$ cat src/rtl/apb_regbank_slave.sv
`default_nettype none
`timescale 1ns/1ps
// +--------------------------------------------------------------------------+
// | apb_regbank_slave : APB4 completer with CTRL/STATUS/GP register bank     |
// | Revision 1.0                                                             |
// +--------------------------------------------------------------------------+
module apb_regbank_slave #(
  parameter int PDATA_SIZE   = 32,
  parameter int NUM_REGS     = 16,
  parameter int DEFAULT_WAIT = 1
) (
  input  logic                    PCLK,
  input  logic                    PRESET,
  input  logic                    PSEL,
  input  logic                    PENABLE,
  input  logic                    PWRITE,
  input  logic [PDATA_SIZE-1:0]   PADDR,
  input  logic [PDATA_SIZE-1:0]   PWDATA,
  input  logic [PDATA_SIZE/8-1:0] PSTRB,
  input  logic [2:0]              PPROT,
  output logic [PDATA_SIZE-1:0]   PRDATA,
  output logic                    PREADY,
  output logic                    PSLVERR
);

  localparam int c_IDX_W  = $clog2(NUM_REGS);
  localparam int c_AIDX_W = PDATA_SIZE - 2;
  localparam int c_STRB_W = PDATA_SIZE / 8;

  localparam logic [0:0] c_ST_IDLE   = 1'b0;
  localparam logic [0:0] c_ST_ACCESS = 1'b1;

  logic [0:0]            r_state;
  logic [3:0]            r_cnt;
  logic [c_IDX_W-1:0]    r_idx;
  logic                  r_write;
  logic [PDATA_SIZE-1:0] r_wdata;
  logic [c_STRB_W-1:0]   r_strb;
  logic                  r_err;

  logic [3:0]            r_wait;
  logic [15:0]           r_ok_cnt;
  logic [15:0]           r_err_cnt;
  logic [PDATA_SIZE-1:0] r_gp [2:NUM_REGS-1];

  logic [c_AIDX_W-1:0]   w_addr_idx;
  logic                  w_cap_err;
  logic                  w_setup;
  logic                  w_last;
  logic                  w_commit;
  logic                  w_wr_en;
  logic [PDATA_SIZE-1:0] w_rd_word;
  logic                  w_unused;

  assign w_addr_idx = PADDR[PDATA_SIZE-1:2];

  // Decode/permission error is frozen at setup so the response never depends on
  // what the bridge leaves on PADDR during the access phase.
  assign w_cap_err = (w_addr_idx >= c_AIDX_W'(NUM_REGS))
                   || (PWRITE && (w_addr_idx == c_AIDX_W'(1)))
                   || (PWRITE && (w_addr_idx == '0) && !PPROT[0]);

  assign w_setup  = (r_state == c_ST_IDLE) && PSEL && !PENABLE;
  assign w_last   = (r_state == c_ST_ACCESS) && (r_cnt == 4'd0);
  assign w_commit = w_last && PSEL;
  assign w_wr_en  = w_commit && r_write && !r_err;

  assign w_unused = ^{PPROT[2:1], PADDR[1:0]};

  always_ff @(posedge PCLK or posedge PRESET) begin
    if (PRESET) begin
      r_state <= c_ST_IDLE;
      r_cnt   <= 4'd0;
      r_idx   <= '0;
      r_write <= 1'b0;
      r_wdata <= '0;
      r_strb  <= '0;
      r_err   <= 1'b0;
    end else begin
      case (r_state)
        c_ST_IDLE: begin
          if (w_setup) begin
            r_state <= c_ST_ACCESS;
            r_cnt   <= r_wait;
            r_idx   <= w_addr_idx[c_IDX_W-1:0];
            r_write <= PWRITE;
            r_wdata <= PWDATA;
            r_strb  <= PSTRB;
            r_err   <= w_cap_err;
          end
        end
        c_ST_ACCESS: begin
          if (!PSEL) begin
            r_state <= c_ST_IDLE;
          end else if (r_cnt != 4'd0) begin
            r_cnt <= r_cnt - 4'd1;
          end else begin
            r_state <= c_ST_IDLE;
          end
        end
        default: r_state <= c_ST_IDLE;
      endcase
    end
  end

  always_ff @(posedge PCLK or posedge PRESET) begin
    if (PRESET) begin
      r_ok_cnt  <= 16'd0;
      r_err_cnt <= 16'd0;
    end else if (w_commit) begin
      if (r_err) begin
        if (r_err_cnt != 16'hFFFF) r_err_cnt <= r_err_cnt + 16'd1;
      end else begin
        r_ok_cnt <= r_ok_cnt + 16'd1;
      end
    end
  end

  always_ff @(posedge PCLK or posedge PRESET) begin
    if (PRESET) begin
      r_wait <= 4'(DEFAULT_WAIT);
    end else if (w_wr_en && (r_idx == '0) && r_strb[0]) begin
      r_wait <= r_wdata[3:0];
    end
  end

  always_ff @(posedge PCLK or posedge PRESET) begin
    if (PRESET) begin
      for (int i = 2; i < NUM_REGS; i++) r_gp[i] <= '0;
    end else if (w_wr_en) begin
      for (int i = 2; i < NUM_REGS; i++) begin
        if (r_idx == c_IDX_W'(i)) begin
          for (int b = 0; b < c_STRB_W; b++) begin
            if (r_strb[b]) r_gp[i][8*b +: 8] <= r_wdata[8*b +: 8];
          end
        end
      end
    end
  end

  always_comb begin
    w_rd_word = '0;
    if (r_idx == c_IDX_W'(0)) begin
      w_rd_word[3:0] = r_wait;
    end else if (r_idx == c_IDX_W'(1)) begin
      w_rd_word[15:0]  = r_ok_cnt;
      w_rd_word[31:16] = r_err_cnt;
    end else begin
      for (int i = 2; i < NUM_REGS; i++) begin
        if (r_idx == c_IDX_W'(i)) w_rd_word = r_gp[i];
      end
    end
  end

  assign PREADY  = w_last;
  assign PSLVERR = w_last && r_err;
  assign PRDATA  = (w_last && !r_write && !r_err) ? w_rd_word : '0;

endmodule
`default_nettype wire

$ cat config.mk
export PLATFORM = sky130hd
export DESIGN_NAME = apb_regbank_slave
export DESIGN_NICKNAME = d
export VERILOG_FILES = /design/src/rtl/apb_regbank_slave.sv
export SDC_FILE = /design/constraint.sdc
export NUM_CORES = 1
export LEC_CHECK = 0
export ABC_AREA = 1
export CORE_ASPECT_RATIO = 0.7
export CORE_MARGIN = 2
export CORE_UTILIZATION = 50
export CTS_CLUSTER_DIAMETER = 30
export DETAILED_ROUTE_END_ITERATION = 6
export PLACE_DENSITY = 0.78
export SETUP_SLACK_MARGIN = 0.1
export SYNTH_ARGS = -nofsm -noshare
export SYNTH_HDL_FRONTEND = slang
export SYNTH_SLANG_ARGS = --single-unit
export TNS_END_PERCENT = 50
$ cat constraint.sdc
create_clock -name PCLK -period 56.2 [get_ports PCLK]
set_input_delay 11.24 -clock PCLK [delete_from_list [all_inputs] [get_ports PCLK]]
set_output_delay 11.24 -clock PCLK [all_outputs]
set_load 0.05 [all_outputs]
==> results by group <==
Run status
  • Run status: finished with violations
  • Violations in the final reports: design-rule violations

Global route
  • Wire length of the first global-routing pass: just over 100000 microns
  • Via count of the first global-routing pass: between 15000 and 20000
  • Total GRT Usage: about a quarter
  • Maximum number of pins on one net before global-route repair: 193
  • Antenna violations before repair: 0
  • Residual overflow from global routing: 0

Die
  • Count of boundary I/O pins: 110
  • Chip Width: about 270 microns
  • Die height: 188 microns
  • Area enclosed by the die boundary: 0.0504 sq mm
  • Effective utilization at floorplan: 50.7%
  • FP Rows: 67
  • Floorplan Core Area: roughly 0.048 sq mm

Yosys
  • Synthesis-stage register bit count: around 530
  • Count of unique library cells instantiated by Yosys: 37
  • Leading cell type by number of instances after synthesis: sky130_fd_sc_hd__nand2_1
  • Syn_nets: a little under 3000
  • Most used flip-flop cell after synthesis: sky130_fd_sc_hd__dfrtp_1
  • Part of the Yosys area used for sequential elements: 54.7%
  • Number of warnings reported in the yosys synthesis log: 0
  • Gate Count Post-Synth: 2843
  • Synthesized area per cell: 8.55 sq um
  • Area share of the leading cell type in the synthesized netlist: between 50 and 60%
  • Top cell type by total area after synthesis: sky130_fd_sc_hd__dfrtp_1
  • Commonest cells post-synth: sky130_fd_sc_hd__nand2_1 (961), sky130_fd_sc_hd__dfrtp_1 (530), sky130_fd_sc_hd__o21ai_0 (495)
  • Main area contributors after synthesis: sky130_fd_sc_hd__dfrtp_1 (55%), sky130_fd_sc_hd__nand2_1 (15%), sky130_fd_sc_hd__o21ai_0 (10%)
  • Asr flop ratio synth: 100%
  • Synthesized cell area: ~0.024 sq mm
  • Number of enable flip-flop cells after synthesis: 0

CTS
  • Post_cts resized: 0
  • H-tree levels: 3
  • Number of clock sinks: roughly 530
  • Number of buffers created by CTS: 92
  • Hold Buf Count CTS: 0
  • TritonCTS clock tree: yes
  • Reg clk slew, reported paths: 50 ps
  • Worst skew pair latency: 640 ps
  • Worst-case clock buffer depth: 3
  • Post CTS Setup Buffer Count: 0
  • Clock Tree Root: sky130_fd_sc_hd__clkbuf_16

Timing
  • Shortest period the worst path allows: 15900 ps
  • F_max: between 0.06 and 0.07 GHz
  • Endpoints failing hold: 0
  • Pins over their slew limit: 0
  • Setup-violating endpoint count in the final report: 0
  • Transition time of the tightest slew-check pin: 1270 ps
  • Setup TNS: 0 ps
  • Maximum clock skew at final layout: 35.3 ps
  • Tcrit/Tclk final: 28.3%
  • Setup repair after global routing missed its margin: no
  • Normalized max-slew margin: 15.2%

Critical path
  • Required time at the endpoint of the critical path: 44960 ps
  • Top fanout value on the critical path: 19
  • Worst stage delay on the critical path: slightly below 800 ps
  • CP dominant cell by count: sky130_fd_sc_hd__inv_1
  • Arrival @ worst endpoint: 4660 ps
  • Buf/Inv on CP: 5
  • Startpoint Class: flip-flop
  • Cell class contributing the biggest share of worst-path delay: buffers and inverters
  • Slowest cell on the critical path: sky130_fd_sc_hd__clkdlybuf4s50_1
  • Ordered cell list for the critical path: inv_1 -> ha_1 -> nand4_4 -> nor3_1 -> inv_1 -> nor2_2 -> clkinv_1 -> a21oi_1 -> nand2_1 -> inv_1 -> clkdlybuf4s50_1
  • Kind of end point of the critical path: output port
  • Classification of the worst setup path: reg2out

Power
  • Power Density: 36.9 mW/mm^2
  • Peak supply drop: 0.0308 mV
  • Leakage power of the design: between 10 and 15 nW

Placed design
  • Placed Cells incl. Taps: between 3000 and 4000
  • Count of port buffers added during placement: between 100 and 150
  • DPL Wire Length: 40000 microns
  • Routability cong.: 0.838

Finish
  • Number of nets in the final layout: between 2000 and 3000
  • Layout area overhead: 16.8%
  • Number of filler instances in the final layout: 3977
  • Fin cells: 3632
  • Ant diodes: 0
  • Fraction of layout instances using a drive strength above 1: 9.10%

Routing
  • First drt pass iteration count: 7
  • DRT iter0 DRCs: 2024
  • DRC violations left: 7
  • Via density per instance: ~5.5
  • Remaining antenna violation count after routing: 0
  • DR WL/cell: 17.0 microns
  • Drt total wl: 61900 microns
  • DR vias: 19986

Worst hold path
  • HP Class: reg2reg

Run
  • MaxCap Viol Count: 0
-- area by class of cell --
cell class / count / area [sq um] / share of cell area (%)
sequential: 531 / 13300 / 46.8
multi-input combinational: 1981 / 9350 / 32.9
clock buffer: 112 / 2480 / 8.73
timing repair buffer: 115 / 1140 / 4.01
tap: 655 / 820 / 2.89
inverter: 180 / 684 / 2.41
clock inverter: 58 / 633 / 2.23
-- sequential cells by signal (all words and copies together), names as in the netlist --
register   cells
r_err          1
r_ok_cnt      16
r_idx          4
r_err_cnt     16
r_cnt          4
r_wdata       32
r_wait         4
r_state        1
r_write        1
r_strb         4
r_gp         448
-- cells by family after synthesis --
kind of cell / after synthesis / share of synthesized area [%]
fa+ha+maj: 4 / 0.206
xor+xnor: 30 / 1.08
flops: 531 / 54.7
simple gates: 1327 / 24.3
compound gates: 620 / 12.8
buf+inv: 331 / 6.88
-- worst register-to-register path, stage by stage, from the launching register on --
cell and delay, ps:
sky130_fd_sc_hd__dfrtp_1 360, sky130_fd_sc_hd__inv_1 130, sky130_fd_sc_hd__ha_1 240, sky130_fd_sc_hd__nand4_4 150, sky130_fd_sc_hd__inv_2 120, sky130_fd_sc_hd__nand3_4 160, sky130_fd_sc_hd__clkinv_2 210, sky130_fd_sc_hd__nand2_4 180
sky130_fd_sc_hd__nor2_4 660, sky130_fd_sc_hd__nand2_1 570, sky130_fd_sc_hd__o21ai_0 380
-- power by group --
group          internal, mW  total (mW)  switching (mW)  leakage [nW]
Sequential            0.392       0.397         0.00540          7.28
Clock                 0.347       0.553           0.206          1.52
Combinational        0.0214      0.0983          0.0769          4.68
-- path summary, 6_finish.rpt --
kind,startpoint,to,slack [ps],depth (start not counted)
worst max-delay path,r_cnt[1],PRDATA[27],40300,11
worst min-delay path,r_ok_cnt[15],r_ok_cnt[15],470,1
worst max register to register,r_cnt[1],r_gp[447],52930,10
worst min register to register,r_ok_cnt[15],r_ok_cnt[15],470,1
max in group asynchronous,PRESET,r_wdata[28],42640,4
min in group asynchronous,PRESET,r_wdata[7],11150,2
-- cells in the final DEF (no fill, tap or decap), drive strengths merged --
| cell type | count |
|---|---|
| nor4 | 6 |
| nor2 | 149 |
| o211ai | 2 |
| nand4 | 72 |
| xnor2 | 6 |
| dfstp | 1 |
| o22ai | 8 |
| o21ai | 526 |
| nor3 | 14 |
| clkinv | 32 |
| clkinvlp | 7 |
| nand3 | 45 |
| xor2 | 24 |
| or2 | 33 |
| buf | 10 |
| a2111oi | 1 |
| bufinv | 6 |
| a21oi | 83 |
| dfrtp | 530 |
| clkbuf | 112 |
| ha | 4 |
| nand2 | 1008 |
| clkdlybuf4s50 | 105 |
| inv | 193 |
-- layer usage --
| metal | vias up | global-route usage, % | wire, microns |
|---|---|---|---|
| met5 | - | 0.483 | 0 |
| met1 | 9817 | 32.9 | 26200 |
| met4 | 0 | 9.35 | 1760 |
| met3 | 127 | 4.82 | 4040 |
| li1 | 9332 | - | - |
| met2 | 710 | 41.3 | 29900 |
-- stage by stage --
step	power [mW]	area [sq um]	setup WS [ps]	hold WS, ps	util (%)
floorplan	0.468	24300	30120	440	-
global placement	0.498	25300	41170	456	52.7
detailed placement	0.501	25300	41070	465	52.7
CTS	1.05	28400	40390	471	59.2
global route	1.08	28400	40040	475	59.2
finish	1.05	28400	40300	468	59.2
No activity file was read; power rests on OpenSTA's default activity.
